## src/rtl/lsq_ret_bundle_buf.sv

```systemverilog
// Per-thread FIFO of LSQ retire bundles: allocated in program order at dispatch,
// slots completed by two LSU ports, head presented to the retire decision logic.
`ifndef LSQSHARE_WIDTH
`define LSQSHARE_WIDTH 16
`endif

module lsq_ret_bundle_buf #(
    parameter int unsigned DEPTH     = 16,
    parameter bit          THREAD_ID = 1'b0,
    parameter int unsigned SHR_W     = `LSQSHARE_WIDTH,
    localparam int unsigned PTR_W    = $clog2(DEPTH)
) (
    input  logic             clk,
    input  logic             rst,
    input  logic             alloc_en,
    input  logic [5:0]       alloc_II,
    input  logic [5:0]       alloc_mask,
    input  logic [23:0]      alloc_slotII,
    input  logic [SHR_W-1:0] alloc_shr,
    output logic             alloc_rdy,
    output logic [PTR_W-1:0] alloc_ptr,
    input  logic             cmplA_en,
    input  logic [PTR_W-1:0] cmplA_ptr,
    input  logic [2:0]       cmplA_slot,
    input  logic             cmplA_excpt,
    input  logic [3:0]       cmplA_exbits,
    input  logic             cmplA_ldconfl,
    input  logic             cmplA_waitconfl,
    input  logic             cmplB_en,
    input  logic [PTR_W-1:0] cmplB_ptr,
    input  logic [2:0]       cmplB_slot,
    input  logic             cmplB_excpt,
    input  logic [3:0]       cmplB_exbits,
    input  logic             cmplB_ldconfl,
    input  logic             cmplB_waitconfl,
    output logic             dataB_ready,
    output logic [5:0]       dataB_ret_mask,
    output logic [5:0]       dataB_excpt,
    output logic [5:0]       dataB_ld_confl,
    output logic [5:0]       dataB_wait_confl,
    output logic [23:0]      dataB_exbits,
    output logic [5:0]       dataB_II,
    output logic [3:0]       dataB_II0,
    output logic [3:0]       dataB_II1,
    output logic [3:0]       dataB_II2,
    output logic [3:0]       dataB_II3,
    output logic [3:0]       dataB_II4,
    output logic [3:0]       dataB_II5,
    output logic [SHR_W-1:0] dataB_data_shr,
    output logic             dataB_thread,
    input  logic             dataB_enOut,
    input  logic             except,
    input  logic             except_thread,
    output logic [PTR_W:0]   count
);

    localparam int unsigned SLOTS = 6;

    logic [DEPTH-1:0] valid_q;
    logic [5:0]       done_q   [DEPTH];
    logic [5:0]       mask_q   [DEPTH];
    logic [5:0]       excpt_q  [DEPTH];
    logic [5:0]       ldc_q    [DEPTH];
    logic [5:0]       wc_q     [DEPTH];
    logic [23:0]      exbits_q [DEPTH];
    logic [5:0]       ii_q     [DEPTH];
    logic [23:0]      slot_ii_q[DEPTH];
    logic [SHR_W-1:0] shr_q    [DEPTH];
    logic [PTR_W-1:0] head_q;
    logic [PTR_W-1:0] tail_q;
    logic [PTR_W:0]   count_q;

    logic       head_valid;
    logic       alloc_fire;
    logic       pop_fire;
    logic       flush;
    logic [5:0] hit_a;
    logic [5:0] hit_b;
    logic [23:0] head_slot_ii;

    assign head_valid = valid_q[head_q];
    assign dataB_ready = head_valid & (&done_q[head_q]);
    assign alloc_rdy  = count_q < (PTR_W+1)'(DEPTH);
    assign alloc_fire = alloc_en & alloc_rdy;
    assign pop_fire   = dataB_enOut & dataB_ready;
    assign flush      = except & (except_thread == THREAD_ID);

    // Completion only lands on a live, masked slot 0..5; the head being popped drops it.
    assign hit_a = {SLOTS{cmplA_en & valid_q[cmplA_ptr] & ~(pop_fire & (cmplA_ptr == head_q))}}
                 & mask_q[cmplA_ptr] & (6'b000001 << cmplA_slot);
    assign hit_b = {SLOTS{cmplB_en & valid_q[cmplB_ptr] & ~(pop_fire & (cmplB_ptr == head_q))}}
                 & mask_q[cmplB_ptr] & (6'b000001 << cmplB_slot);

    always_ff @(posedge clk) begin
        if (rst) begin
            valid_q <= '0;
            head_q  <= '0;
            tail_q  <= '0;
            count_q <= '0;
            for (int i = 0; i < int'(DEPTH); i++) begin
                done_q[i]    <= '0;
                mask_q[i]    <= '0;
                excpt_q[i]   <= '0;
                ldc_q[i]     <= '0;
                wc_q[i]      <= '0;
                exbits_q[i]  <= '0;
                ii_q[i]      <= '0;
                slot_ii_q[i] <= '0;
                shr_q[i]     <= '0;
            end
        end else if (flush) begin
            valid_q <= '0;
            head_q  <= '0;
            tail_q  <= '0;
            count_q <= '0;
        end else begin
            // Port B is applied after port A so it wins on a shared ptr+slot.
            for (int s = 0; s < int'(SLOTS); s++) begin
                if (hit_a[s]) begin
                    done_q[cmplA_ptr][s]        <= 1'b1;
                    excpt_q[cmplA_ptr][s]       <= cmplA_excpt;
                    ldc_q[cmplA_ptr][s]         <= cmplA_ldconfl;
                    wc_q[cmplA_ptr][s]          <= cmplA_waitconfl;
                    exbits_q[cmplA_ptr][4*s+:4] <= cmplA_exbits;
                end
            end
            for (int s = 0; s < int'(SLOTS); s++) begin
                if (hit_b[s]) begin
                    done_q[cmplB_ptr][s]        <= 1'b1;
                    excpt_q[cmplB_ptr][s]       <= cmplB_excpt;
                    ldc_q[cmplB_ptr][s]         <= cmplB_ldconfl;
                    wc_q[cmplB_ptr][s]          <= cmplB_waitconfl;
                    exbits_q[cmplB_ptr][4*s+:4] <= cmplB_exbits;
                end
            end
            if (alloc_fire) begin
                valid_q[tail_q]   <= 1'b1;
                done_q[tail_q]    <= ~alloc_mask;
                mask_q[tail_q]    <= alloc_mask;
                excpt_q[tail_q]   <= '0;
                ldc_q[tail_q]     <= '0;
                wc_q[tail_q]      <= '0;
                exbits_q[tail_q]  <= '0;
                ii_q[tail_q]      <= alloc_II;
                slot_ii_q[tail_q] <= alloc_slotII;
                shr_q[tail_q]     <= alloc_shr;
                tail_q            <= tail_q + PTR_W'(1);
            end
            if (pop_fire) begin
                valid_q[head_q] <= 1'b0;
                head_q          <= head_q + PTR_W'(1);
            end
            count_q <= count_q + (PTR_W+1)'(alloc_fire) - (PTR_W+1)'(pop_fire);
        end
    end

    // Head view; everything reads zero while the head entry is empty.
    assign dataB_ret_mask   = head_valid ? mask_q[head_q]   : '0;
    assign dataB_excpt      = head_valid ? excpt_q[head_q]  : '0;
    assign dataB_ld_confl   = head_valid ? ldc_q[head_q]    : '0;
    assign dataB_wait_confl = head_valid ? wc_q[head_q]     : '0;
    assign dataB_exbits     = head_valid ? exbits_q[head_q] : '0;
    assign dataB_II         = head_valid ? ii_q[head_q]     : '0;
    assign dataB_data_shr   = head_valid ? shr_q[head_q]    : '0;
    assign head_slot_ii     = head_valid ? slot_ii_q[head_q] : '0;
    assign dataB_II0        = head_slot_ii[3:0];
    assign dataB_II1        = head_slot_ii[7:4];
    assign dataB_II2        = head_slot_ii[11:8];
    assign dataB_II3        = head_slot_ii[15:12];
    assign dataB_II4        = head_slot_ii[19:16];
    assign dataB_II5        = head_slot_ii[23:20];
    assign dataB_thread     = THREAD_ID;

    assign alloc_ptr = tail_q;
    assign count     = count_q;

endmodule

```

## config.mk

```make
export PLATFORM = sky130hd
export DESIGN_NAME = lsq_ret_bundle_buf
export DESIGN_NICKNAME = d
export VERILOG_FILES = /design/src/rtl/lsq_ret_bundle_buf.sv
export SDC_FILE = /design/constraint.sdc
export NUM_CORES = 2
export LEC_CHECK = 0
export CAP_MARGIN = 20
export CELL_PAD_IN_SITES_DETAIL_PLACEMENT = 1
export CELL_PAD_IN_SITES_GLOBAL_PLACEMENT = 1
export CORE_MARGIN = 8
export CORE_UTILIZATION = 51
export DETAILED_ROUTE_END_ITERATION = 10
export PLACE_DENSITY_LB_ADDON = 0.08
export SYNTH_ARGS = -nofsm -noshare
export SYNTH_HDL_FRONTEND = slang
export SYNTH_SLANG_ARGS = --single-unit
```

## constraint.sdc

```tcl
create_clock -name clk -period 4.69 [get_ports clk]
set_clock_uncertainty 0.1 [all_clocks]
set_input_delay 0.938 -clock clk [delete_from_list [all_inputs] [get_ports clk]]
set_output_delay 0.938 -clock clk [all_outputs]
set_load 0.02 [all_outputs]
```

==> impl_results.md <==
* Final-layout fill cell count at 16746
* Crit path cell chain: buf_12 -> buf_12 -> mux4_2 -> mux4_2 -> nor2b_1 -> clkdlybuf4s50_1
* GRT Util Overall at 0.406
* Max_cap viols at 0
* Area delta synth->final at 14.5%
* Hold slack at between 0.3 and 0.4 ns
* Syn Nets at just under 8000
* Pre-CTS setup slack at 0.0316 ns
* Slowest CP cell: mux4_2
* First-pass GRT wire length at between 500 and 600 mm
* Drt pass-1 iters at 6
* Final count of negative-setup-slack endpoints at 0
* Final setup margin at 0.0171 ns
* Worst Path Required at between 3 and 4 ns
* Port bufs at ~190
* Least-Margin Pin Slew at ~1.2 ns
* Initial antenna violation count at 36
* Synthesized area at around 85000 um2
* Clk pwr share at 0.441
* Die width at approximately 420 um
* HP Class: reg -> reg
* Core area at roughly 160000 um2
* Slowest cell delay on critical path at slightly below 0.6 ns
* Status: finished clean
* ANT nets after route at 0
* Lkg Pwr at ~36 nW
* Sw frac at 0.257
* Total gr overflow at 0
* Power density cells at 340 nW/um2
* #FFs+latches synth at between 1500 and 2000
* Clock Latency Late Sink at roughly 0.87 ns
* H-tree Lvls at 4
* Yosys warns at 0
* Final nets at approximately 7700
* Layout cells sized above 1 at 0.191
* Post-synth cell types at just under 100
* CTS root buf: clkbuf_16
* CTS tree: built
* Number of cells on the critical path at 6
* Final Critical Period at between 4 and 5 ns
* Worst Path Class, Setup: reg -> out
* Crit Path Max Fanout at 19
* Sw Pwr at between 8 and 9 mW
* Post-synth EDFFs at 832
* Asr flop ratio synth at 0
* Routed vias at just over 70000
* Cell depth of the worst flop-to-flop path at 12
* Final instance area at 96900 um2
* CP arrival at approximately 3.6 ns
* Initial core utilization at 0.513
* Sequential share of power at 0.477
* Reg2reg setup slack at roughly 0.13 ns
* Die ar. at between 150000 and 200000 um2
* Crit path capture: dataB_excpt[2]
* Startpoint Class: flip-flop
* Setup TNS at 0 ns
* Placed inst area at roughly 90000 um2
* Clk sinks at between 1500 and 2000
* Post-synthesis cell count at approximately 7600
* Cell-internal power at approximately 24 mW
* RePlAce Congestion at between 1 and 1.5
* Routed WL at approximately 380 mm
* Gate power share at 0.082
* Post-DR vias/cell at roughly 7.3
* TritonCTS Buffers at 181
* WL/cell at ~38 um
* Sequential element share of the synthesized area at 0.485
* VDD IR max at approximately 0.44 mV
* Endpoint type of the worst setup path: output port
* Drt drc at 0
* Slew Viols, Final at 0
* Die height at 423 um
* I/O pins at around 190
* Mean area per synthesized cell at 11.1 um2
* Final-report hold violation count at 0
* Starting DRC count in detailed routing at just under 10000
* Reg-to-reg startpoint: head_q[0]$_SDFFE_PP0N_
* Post-detail-place hpwl at approximately 240 mm
* Row cnt at approximately 150
* Largest net degree at the start of global routing at 211
* Worst path buffer plus inverter count at 3
* Slew HR at 0.186
* Clock Pin Slew Worst Setup and Hold Paths at roughly 0.06 ns
* Post-route clock period utilization at 0.996
* Top cell family by delay on the critical path: multiplexers
* Number of global-route vias before repair at approximately 73000
* FMAX at 0.214 GHz
* Dominant synthesized flop cell: edfxtp_1
* R2r endpoint: excpt_q[0][2]$_SDFFE_PP0P_
* CTS max path bufs at 3
## worst min-delay path by stage
stage,from,end,slack [ns],cells past startpoint
6_report,exbits_q[12][10]$_SDFFE_PP0P_,exbits_q[12][10]$_SDFFE_PP0P_,0.39,2
5_1_grt,exbits_q[10][16]$_SDFFE_PP0P_,exbits_q[10][16]$_SDFFE_PP0P_,0.42,1
4_1_cts,exbits_q[12][10]$_SDFFE_PP0P_,exbits_q[12][10]$_SDFFE_PP0P_,0.39,2
3_5_place_dp,exbits_q[12][10]$_SDFFE_PP0P_,exbits_q[12][10]$_SDFFE_PP0P_,0.39,2
3_3_place_gp,ldc_q[12][3]$_SDFFE_PP0P_,ldc_q[12][3]$_SDFFE_PP0P_,0.38,1
2_1_floorplan,exbits_q[10][10]$_SDFFE_PP0P_,exbits_q[10][10]$_SDFFE_PP0P_,0.36,2
## cell usage in the layout (no fill, tap or decap), types with 76 or more instances in the layout
| cell type | n |
|---|---|
| mux4_2 | 530 |
| a211oi_1 | 335 |
| edfxtp_1 | 832 |
| clkdlybuf4s50_1 | 90 |
| nor3b_1 | 327 |
| and2_1 | 230 |
| dlygate4sd2_1 | 76 |
| nor2_1 | 427 |
| buf_4 | 390 |
| nor2b_1 | 173 |
| dfxtp_1 | 796 |
| a21oi_1 | 669 |
| mux2i_1 | 87 |
| nor3_1 | 91 |
| clkbuf_16 | 185 |
| o21ai_0 | 338 |
| and3_1 | 734 |
| a31oi_1 | 163 |
| nand2_1 | 255 |
| nand3_1 | 95 |
## per-stage QoR
step | util | cells | total power [mW]
6_report | 0.588 | 9929 | 33.0
5_1_grt | 0.588 | 9913 | 33.6
4_1_cts | 0.587 | 9898 | 32.9
3_5_place_dp | 0.547 | 9540 | 18.6
3_3_place_gp | 0.547 | 9539 | 18.5
2_1_floorplan | - | 7597 | 17.3
## layout make-up
cell class                      instances  area, um2  share of cell area
Antenna cell                           25       62.6            0.000646
Clock buffer                          256       5100              0.0526
Clock inverter                         72        785             0.00810
Inverter                               22       87.6            0.000904
Multi-Input combinational cell       5064      40200               0.415
Sequential cell                      1633      41000               0.424
Tap cell                             2189       2740              0.0283
Timing Repair Buffer                  668       6840              0.0706
## registers in the layout, summed over array words and instances (netlist names), named ones only
signal,count
slot_ii_q,384
excpt_q,96
ii_q,96
count,5
wc_q,96
mask_q,96
shr_q,256
head_q,4
valid_q,16
ldc_q,96
done_q,96
exbits_q,384
alloc_ptr,4
## cell usage after synthesis (95+ instances only)
library cell  number  area [um2]
edfxtp_1         832       25000
dfxtp_1          801       16000
and3_1           737        4610
a21oi_1          670        3350
clkbuf_1         643        2410
mux4_2           530       11900
nor2_1           450        1690
o21ai_0          339        1700
a211oi_1         335        2510
nor3b_1          328        2460
nand2_1          271        1020
and2_1           230        1440
nor2b_1          176        1100
a31oi_1          163        1020
buf_2            133         666
nor3_1           107         536
nand3_1           95         475
## metal layers
metal  share of wire  vias up  global-route usage
met4           0.077       14               0.267
li1                -    29134                   -
met2            0.45     4759               0.620
met5         0.00036        -                   0
met3            0.11     1247               0.103
met1            0.37    36900               0.511
## power groups by stage
stage	Combinational (mW)	Clock [mW]	Sequential (mW)
2_1_floorplan	1.37	0	15.9
3_3_place_gp	2.56	0	15.9
3_5_place_dp	2.60	0	16.0
4_1_cts	2.63	14.6	15.7
5_1_grt	2.77	15.1	15.7
6_report	2.71	14.5	15.7
## cell families after synthesis
family / synth area share
flip-flops: 0.485
buffers and inverters: 0.0450
adder cells (fa/ha/maj): 0.00216
multiplexers: 0.154
AND/OR/NAND/NOR: 0.179
XOR/XNOR: 0.00186
AO/OA/AOI/OAI: 0.134
other: 0.0000443
## worst min-delay path, stage by stage (launching register included)
cell	delay (ns)
dfxtp_1	0.31
nor2_1	0.09
a211oi_1	0.05
## repair_timing
action,4_1_cts,5_1_grt
setup endpoints to repair,95,13
resized for setup,110,11
pin swaps,1,2
endpoints found under the hold margin,0,0
hold buffers,0,0
gates cloned,15,0
setup buffers,15,4
Power figures use the tool's default switching activity.
